## config.mk

```make
export PLATFORM = sky130hd
export DESIGN_NAME = ali_dmod
export DESIGN_NICKNAME = d
export VERILOG_FILES = /design/src/rtl/ali_dmod.sv
export SDC_FILE = /design/constraint.sdc
export NUM_CORES = 1
export LEC_CHECK = 0
export ABC_AREA = 1
export BUFFER_PORTS_ARGS = -buffer_cell sky130_fd_sc_hd__buf_4
export CORE_MARGIN = 3
export CORE_UTILIZATION = 49
export DETAILED_ROUTE_END_ITERATION = 8
export PLACE_DENSITY = 0.7
export SLEW_MARGIN = 10
export SYNTH_ARGS = -nofsm -noshare
export SYNTH_HDL_FRONTEND = slang
export SYNTH_HIERARCHICAL = 1
export SYNTH_SLANG_ARGS = --single-unit
```

## constraint.sdc

```tcl
create_clock -name ap_clk -period 3.9 [get_ports ap_clk]
set_input_delay 0.78 -clock ap_clk [delete_from_list [all_inputs] [get_ports ap_clk]]
set_output_delay 0.78 -clock ap_clk [all_outputs]
set_load 0.01 [all_outputs]
```

## src/rtl/ali_dmod.sv

```systemverilog
// +----------------------------------------------------------------------------+
// | Module      : ali_dmod                                                      |
// | Description : AXI-Lite control block with one ID register and four RW CFG   |
// |               registers, behind an independent write/read slave FSM pair.   |
// | Revision    : 1.0                                                           |
// +----------------------------------------------------------------------------+
`default_nettype none

module ali_dmod_control_s_axi #(
    parameter int ADDR_WIDTH = 12,
    parameter int DATA_WIDTH = 32
) (
    input  logic                    ap_clk,
    input  logic                    ap_rst_n,
    input  logic                    s_axi_control_awvalid,
    output logic                    s_axi_control_awready,
    input  logic [ADDR_WIDTH-1:0]   s_axi_control_awaddr,
    input  logic                    s_axi_control_wvalid,
    output logic                    s_axi_control_wready,
    input  logic [DATA_WIDTH-1:0]   s_axi_control_wdata,
    input  logic [DATA_WIDTH/8-1:0] s_axi_control_wstrb,
    output logic                    s_axi_control_bvalid,
    input  logic                    s_axi_control_bready,
    output logic [1:0]              s_axi_control_bresp,
    input  logic                    s_axi_control_arvalid,
    output logic                    s_axi_control_arready,
    input  logic [ADDR_WIDTH-1:0]   s_axi_control_araddr,
    output logic                    s_axi_control_rvalid,
    input  logic                    s_axi_control_rready,
    output logic [DATA_WIDTH-1:0]   s_axi_control_rdata,
    output logic [1:0]              s_axi_control_rresp
);

    localparam logic [1:0]  WR_IDLE = 2'd0;
    localparam logic [1:0]  WR_DATA = 2'd1;
    localparam logic [1:0]  WR_RESP = 2'd2;
    localparam logic [1:0]  WR_RST  = 2'd3;
    localparam logic [0:0]  RD_IDLE = 1'b0;
    localparam logic [0:0]  RD_DATA = 1'b1;
    localparam logic [31:0] c_id    = 32'hA11D_0D01;

    logic [1:0]            wstate;
    logic [1:0]            w_wstate_nxt;
    logic [0:0]            r_rstate;
    logic [0:0]            w_rstate_nxt;
    logic                  r_ar_en;
    logic [ADDR_WIDTH-1:2] r_awaddr;
    logic [31:0]           r_cfg [0:3];
    logic [31:0]           r_rdata;
    logic [31:0]           w_rd_value;
    logic                  w_awready;
    logic                  w_wready;
    logic                  w_bvalid;
    logic                  w_arready;
    logic                  w_rvalid;
    logic                  w_aw_hs;
    logic                  w_w_hs;
    logic                  w_ar_hs;
    logic                  w_unused;

    assign w_aw_hs  = s_axi_control_awvalid & w_awready;
    assign w_w_hs   = s_axi_control_wvalid & w_wready;
    assign w_ar_hs  = s_axi_control_arvalid & w_arready;
    assign w_unused = &{1'b0, s_axi_control_awaddr[1:0], s_axi_control_araddr[1:0]};

    // ---------------- write FSM ----------------
    always_ff @(posedge ap_clk) begin
        if (!ap_rst_n) wstate <= WR_RST;
        else           wstate <= w_wstate_nxt;
    end

    always_comb begin
        w_wstate_nxt = wstate;
        case (wstate)
            WR_RST:  w_wstate_nxt = WR_IDLE;
            WR_IDLE: if (w_aw_hs) w_wstate_nxt = WR_DATA;
            WR_DATA: if (w_w_hs)  w_wstate_nxt = WR_RESP;
            WR_RESP: if (s_axi_control_bready) w_wstate_nxt = WR_IDLE;
            default: w_wstate_nxt = WR_RST;
        endcase
    end

    always_comb begin
        w_awready = 1'b0;
        w_wready  = 1'b0;
        w_bvalid  = 1'b0;
        case (wstate)
            WR_IDLE: w_awready = 1'b1;
            WR_DATA: w_wready  = 1'b1;
            WR_RESP: w_bvalid  = 1'b1;
            default: ;
        endcase
    end

    // Register file; only CFG0..CFG3 (0x010..0x01C) are writable.
    always_ff @(posedge ap_clk) begin
        if (!ap_rst_n) begin
            r_awaddr <= '0;
            for (int i = 0; i < 4; i++) r_cfg[i] <= '0;
        end else begin
            if (w_aw_hs) r_awaddr <= s_axi_control_awaddr[ADDR_WIDTH-1:2];
            if (w_w_hs && r_awaddr[11:4] == 8'h01) begin
                for (int b = 0; b < 4; b++) begin
                    if (s_axi_control_wstrb[b])
                        r_cfg[r_awaddr[3:2]][8*b +: 8] <= s_axi_control_wdata[8*b +: 8];
                end
            end
        end
    end

    // ---------------- read FSM ----------------
    always_ff @(posedge ap_clk) begin
        if (!ap_rst_n) begin
            r_rstate <= RD_IDLE;
            r_ar_en  <= 1'b0;
        end else begin
            r_rstate <= w_rstate_nxt;
            r_ar_en  <= 1'b1;
        end
    end

    always_comb begin
        w_rstate_nxt = r_rstate;
        case (r_rstate)
            RD_IDLE: if (w_ar_hs) w_rstate_nxt = RD_DATA;
            RD_DATA: if (s_axi_control_rready) w_rstate_nxt = RD_IDLE;
            default: w_rstate_nxt = RD_IDLE;
        endcase
    end

    always_comb begin
        w_arready = 1'b0;
        w_rvalid  = 1'b0;
        case (r_rstate)
            RD_IDLE: w_arready = r_ar_en;
            RD_DATA: w_rvalid  = 1'b1;
            default: ;
        endcase
    end

    always_comb begin
        w_rd_value = 32'h0;
        if (s_axi_control_araddr[11:2] == 10'h000)
            w_rd_value = c_id;
        else if (s_axi_control_araddr[11:4] == 8'h01)
            w_rd_value = r_cfg[s_axi_control_araddr[3:2]];
    end

    // Captured from the pre-edge register value, so a same-cycle write is not seen.
    always_ff @(posedge ap_clk) begin
        if (!ap_rst_n)    r_rdata <= '0;
        else if (w_ar_hs) r_rdata <= w_rd_value;
    end

    assign s_axi_control_awready = w_awready;
    assign s_axi_control_wready  = w_wready;
    assign s_axi_control_bvalid  = w_bvalid;
    assign s_axi_control_bresp   = 2'b00;
    assign s_axi_control_arready = w_arready;
    assign s_axi_control_rvalid  = w_rvalid;
    assign s_axi_control_rdata   = r_rdata;
    assign s_axi_control_rresp   = 2'b00;

endmodule

module ali_dmod #(
    parameter int C_S_AXI_CONTROL_ADDR_WIDTH = 12,
    parameter int C_S_AXI_CONTROL_DATA_WIDTH = 32,
    parameter int C_OUT_TDATA_WIDTH          = 64,
    parameter int C_IN_TDATA_WIDTH           = 64,
    parameter int C_TUSER_WIDTH              = 8
) (
    input  logic                                    ap_clk,
    input  logic                                    ap_rst_n,
    input  logic                                    s_axi_control_awvalid,
    output logic                                    s_axi_control_awready,
    input  logic [C_S_AXI_CONTROL_ADDR_WIDTH-1:0]   s_axi_control_awaddr,
    input  logic                                    s_axi_control_wvalid,
    output logic                                    s_axi_control_wready,
    input  logic [C_S_AXI_CONTROL_DATA_WIDTH-1:0]   s_axi_control_wdata,
    input  logic [C_S_AXI_CONTROL_DATA_WIDTH/8-1:0] s_axi_control_wstrb,
    output logic                                    s_axi_control_bvalid,
    input  logic                                    s_axi_control_bready,
    output logic [1:0]                              s_axi_control_bresp,
    input  logic                                    s_axi_control_arvalid,
    output logic                                    s_axi_control_arready,
    input  logic [C_S_AXI_CONTROL_ADDR_WIDTH-1:0]   s_axi_control_araddr,
    output logic                                    s_axi_control_rvalid,
    input  logic                                    s_axi_control_rready,
    output logic [C_S_AXI_CONTROL_DATA_WIDTH-1:0]   s_axi_control_rdata,
    output logic [1:0]                              s_axi_control_rresp
);

    // Stream widths are placeholders for future ports; nothing is built from them yet.
    if (C_OUT_TDATA_WIDTH + C_IN_TDATA_WIDTH + C_TUSER_WIDTH < 0) begin : g_stream_reserved
    end

    ali_dmod_control_s_axi #(
        .ADDR_WIDTH (C_S_AXI_CONTROL_ADDR_WIDTH),
        .DATA_WIDTH (C_S_AXI_CONTROL_DATA_WIDTH)
    ) inst_control_s_axi (
        .ap_clk                (ap_clk),
        .ap_rst_n              (ap_rst_n),
        .s_axi_control_awvalid (s_axi_control_awvalid),
        .s_axi_control_awready (s_axi_control_awready),
        .s_axi_control_awaddr  (s_axi_control_awaddr),
        .s_axi_control_wvalid  (s_axi_control_wvalid),
        .s_axi_control_wready  (s_axi_control_wready),
        .s_axi_control_wdata   (s_axi_control_wdata),
        .s_axi_control_wstrb   (s_axi_control_wstrb),
        .s_axi_control_bvalid  (s_axi_control_bvalid),
        .s_axi_control_bready  (s_axi_control_bready),
        .s_axi_control_bresp   (s_axi_control_bresp),
        .s_axi_control_arvalid (s_axi_control_arvalid),
        .s_axi_control_arready (s_axi_control_arready),
        .s_axi_control_araddr  (s_axi_control_araddr),
        .s_axi_control_rvalid  (s_axi_control_rvalid),
        .s_axi_control_rready  (s_axi_control_rready),
        .s_axi_control_rdata   (s_axi_control_rdata),
        .s_axi_control_rresp   (s_axi_control_rresp)
    );

endmodule

`default_nettype wire

```

=== Word-level counts from Yosys, hierarchy flattened ===
Memory sizes are Yosys's and may differ from the RTL's.
Cells that the tools add are included.
Widths: inputs -> output; s select.

* Bits of input ports: 67
* Bits in writable memories: 128
* Flip-flop bits (word level): 46
* Output and inout bits: 41
* Memories: 1

* Muxes and demuxes: 35
* Reductions and logical operators: 5
* Bitwise logic cells: 4
* Equality and inequality tests: 8

{| class="wikitable"
|+ Memories
! memory !! words !! bits a word !! read ports !! clocked after memory_dff !! write ports !! RTL line !! source
|-
| inst_control_s_axi.r_cfg || 4 || 32 || 1 || 0 || 4 || 48 || <nowiki>logic [31:0] r_cfg [0:3];</nowiki>
|}

{| class="wikitable"
|+ Operators with widths
! operator !! count
|-
| $mux 32 || 3
|-
| $reduce_or 32->1 || 1
|-
| $mux 1 || 25
|-
| $eq 8x1->1 const B || 2
|-
| $logic_not 10->1 || 1
|-
| $mux 2 || 4
|-
| $pmux 2 s4 || 1
|-
| $eq 2x2->1 const B || 2
|-
| $mux 4 || 1
|-
| $ne 2x1->1 const B || 2
|-
| $and 1x1->1 || 3
|-
| $reduce_and 3->1 || 1
|-
| $eq 2x1->1 const B || 1
|-
| $logic_not 2->1 || 1
|-
| $ne 2x2->1 const B || 1
|-
| $pmux 1 s2 || 1
|-
| $logic_and 1x1->1 || 1
|-
| $not 1->1 || 1
|}

=== Logic depth before layout (Yosys ltp) ===
* Depth after elaboration: 9
* Mapped depth: 9
* Mapped depth without buffers: 9

=== Worst setup path before layout ===
No wires, ideal clock.

* Path kind: in2reg
* From: input port s_axi_control_wvalid
* To: memory inst_control_s_axi.r_cfg[0][0], enable pin
* Arrival: 1.801 ns
* Required time: 3.571 ns
* Slack: 1.770 ns
* Buffers on the path: 1
* Cell stages on the path: 7
* Setup time: 0.329 ns
* Cells stage by stage: nand2_1 > inv_1 > nand4_2 > nand2_4 > buf_12 > nand4_4 > nand2_1

{| class="wikitable"
|+ RTL lines
! item !! RTL line !! source
|-
| start, declared || 178 || <nowiki>input logic s_axi_control_wvalid,</nowiki>
|-
| end, declared || 48 ||
|}

==> results by group <==
Status
  • Outcome: finished, final reports clean

GRT
  • Gr ovfl total: 0
  • First-pass GRT wire length: ~27 mm
  • Largest net degree at the start of global routing: 67
  • Initial antenna violation count: 0
  • Vias in the first global route: 5,601
  • Gr usage total: between 20% and 30%

Synthesis
  • EDFF count, synth: ~130
  • Sequential area share after synthesis: 63.02%
  • Cell Area, Synth: around 7600 um2
  • Synth cell types: 32
  • Synth cell count leaders: 190 x nor2_1, 128 x edfxtp_1, 97 x nand2_1, 79 x o21ai_0, 48 x inv_1
  • Area contributors post-synth: edfxtp_1 51%, dfxtp_1 12%, nor2_1 9.4%
  • Mean Syn Cell Area: 9.794 um2
  • Area leader, netlist: edfxtp_1
  • Area fraction of the dominant cell type after synthesis: 50.84%
  • Post-Syn Instances: between 700 and 800
  • #FFs+latches synth: 174
  • Async set or reset register ratio after synthesis: 0%
  • Most used DFF post-synth: edfxtp_1
  • Most common cell in the synthesized netlist: nor2_1
  • Number of synthesis warnings: 6

Placement
  • Dpl cells: just over 1,000
  • Detailed Place HPWL: 11.74 mm
  • I/O Buffers: 99
  • Routability cong.: between 0.8 and 0.9
  • Pre-CTS setup slack: 903.7 ps

Floorplanning
  • I/O Pins: roughly 110
  • Chip Width: 130.2 um
  • Initial Util: around half
  • Die area: ~17,000 um2
  • Die height: ~130 um
  • Core area: about 15,000 um2
  • Row Count: between 40 and 50

Timing
  • Minimum clock period: roughly 2600 ps
  • Total negative slack: 0 ps
  • Tightest Pin Transition: roughly 1100 ps
  • Final Skew: roughly 7.4 ps
  • Unrepaired setup endpoints after global routing: no
  • Max Clk Rate: around 390 MHz
  • Final setup violation count: 0
  • Slew Viols, Final: 0
  • Final period util: between 60 and 70%
  • Fin. Hold Viols: 0
  • Min Hold Slack: ~460 ps
  • PnR worst setup slack: roughly 1300 ps
  • Relative slew slack: 27.06%

Job
  • Max-Cap Viols: 0

Worst setup path
  • Critical Path RT: roughly 4000 ps
  • Worst-path maximum fanout: 25
  • CP Class: register to register
  • Worst setup EP type: register
  • Startpoint Class: register
  • WP data arrival: ~2700 ps
  • Crit-path slowest cell: nand2_1
  • CP Cell Sequence: inv_2 > nor2_4 > nand2_2 > nor2_4 > nand4_2 > nand2_4 > buf_4 > nand4_2 > nand2_1
  • Delay of the slowest critical-path stage: 420 ps

Clock network
  • CTS Sinks: about 170
  • Root buffer cell: clkbuf_16
  • CTS Buf Count: 17
  • # Post-CTS Setup Buffers: 0
  • Clock transition at the registers of the reported paths: roughly 60 ps
  • Post-CTS resize count: 0
  • CTS Buffer Depth: 2
  • CTS tree: built
  • Clk_lat worst skew: roughly 430 ps
  • CTS Hold Buffers Added: 0
  • Htree depth: 4

Final layout
  • Final net count: about 920
  • Ant diodes: 0
  • Util after Layout: between 60% and 70%
  • Share of cells above drive strength 1: 18.57%
  • P&R area growth vs syn: 17.94%
  • Layout Cells excl Fill: 1,051

Power and ir drop
  • Sequential power share: between 50% and 60%
  • Internal Power: 2.969 mW
  • Pleak: about 3.5 nW
  • Sw frac: ~22%
  • Comb pwr share: roughly 6.8%
  • Worst vdd ir: 0.3152 mV
  • Pwr Density: about 430 nW/um2
  • Clock share of power: around 40%
  • Psw: between 0.8 and 0.9 mW

Routing
  • Final ANT Viol Nets: 0
  • Average vias per placed instance: 5.478
  • Detailed-router iteration count before antenna repair: 5
  • Via count: between 5,000 and 6,000
  • Final wirelength: 17.56 mm
  • DR WL/cell: ~17 um
  • # DRC: 0
  • Initial DRC Count: about 550

Hold path
  • Min-delay worst type: register to register
[critical path, delay by kind of cell, from the launching register on]
| kind | cells | cell delay [ps] |
|---|---|---|
| buffers and inverters | 2 | 350 |
| and+or+nand+nor | 7 | 1490 |
| DFF | 1 | 380 |
[per-layer routing]
metal / track usage, % / vias to the layer above / share of wire (%)
li1: - / 2785 / -
met1: 27.39 / 2741 / 42
met2: 35.85 / 200 / 50
met3: 3.602 / 31 / 5.8
met4: 7.641 / 0 / 1.7
met5: 0 / - / 0
[cell usage in the layout, fill, tap and decap left out, drive strengths merged, types with 2 or more instances in the layout]
cell    instances
clkinv          8
o21ai          85
edfxtp        128
a31oi          10
nor3            2
dfxtp          46
clkbuf         23
nand4          14
nand3          37
a21oi          25
nor2          200
conb            4
o22ai          22
nand2          99
buf           107
o311ai          2
inv            51
[final cells by class]
type / count / area (um2)
fillers: 1251 / 5892
inverters: 52 / 195.2
multi-input cells: 503 / 2410
flip-flops and latches: 174 / 4765
repair buffers: 107 / 803.3
clock inverters: 8 / 45.04
clock buffers: 23 / 469.2
well taps: 184 / 230.2
[power groups by stage]
stage,combinational [mW],sequential (mW),clock (mW)
2_1_floorplan,0.159,2.09,0
3_3_place_gp,0.253,2.09,0
3_5_place_dp,0.260,2.10,0
4_1_cts,0.261,2.06,1.52
5_1_grt,0.287,2.06,1.60
6_report,0.260,2.06,1.49
[cells by family (layout without fill, tap and decap cells)]
| kind of cell | after synthesis | after routing | share of synthesized area [%] |
|---|---|---|---|
| other cells | 1 | 4 | 0.04960 |
| flops | 174 | 174 | 63.02 |
| buf+inv | 98 | 190 | 5.345 |
| compound gates | 144 | 144 | 10.16 |
| simple gates | 355 | 355 | 21.43 |
[final timing paths]
check	start	end	slack [ps]	cells after the start
hold / removal	inst_control_s_axi/r_awaddr[4]	inst_control_s_axi/r_awaddr[4]	460	2
hold reg to reg	inst_control_s_axi/r_awaddr[4]	inst_control_s_axi/r_awaddr[4]	460	2
setup reg to reg	inst_control_s_axi/wstate[0]	inst_control_s_axi/r_cfg[2][27]	1320	9
setup / recovery	inst_control_s_axi/wstate[0]	inst_control_s_axi/r_cfg[2][27]	1320	9
[flip-flops by register name, indices dropped and copies added, names as in the netlist]
register and flops:
inst_control_s_axi/r_ar_en 1, inst_control_s_axi/r_rstate 1, inst_control_s_axi/wstate 2, inst_control_s_axi/r_cfg 128
inst_control_s_axi/r_awaddr 10, inst_control_s_axi/s_axi_control_rdata 32
[through the flow]
| stage | power [mW] | cell area (um2) |
|---|---|---|
| 6_report | 3.811 | 8917 |
| 5_1_grt | 3.946 | 8917 |
| 4_1_cts | 3.840 | 8917 |
| 3_5_place_dp | 2.358 | 8403 |
| 3_3_place_gp | 2.348 | 8403 |
| 2_1_floorplan | 2.247 | 7572 |
Note: power is estimated with default switching activity, not from simulation.
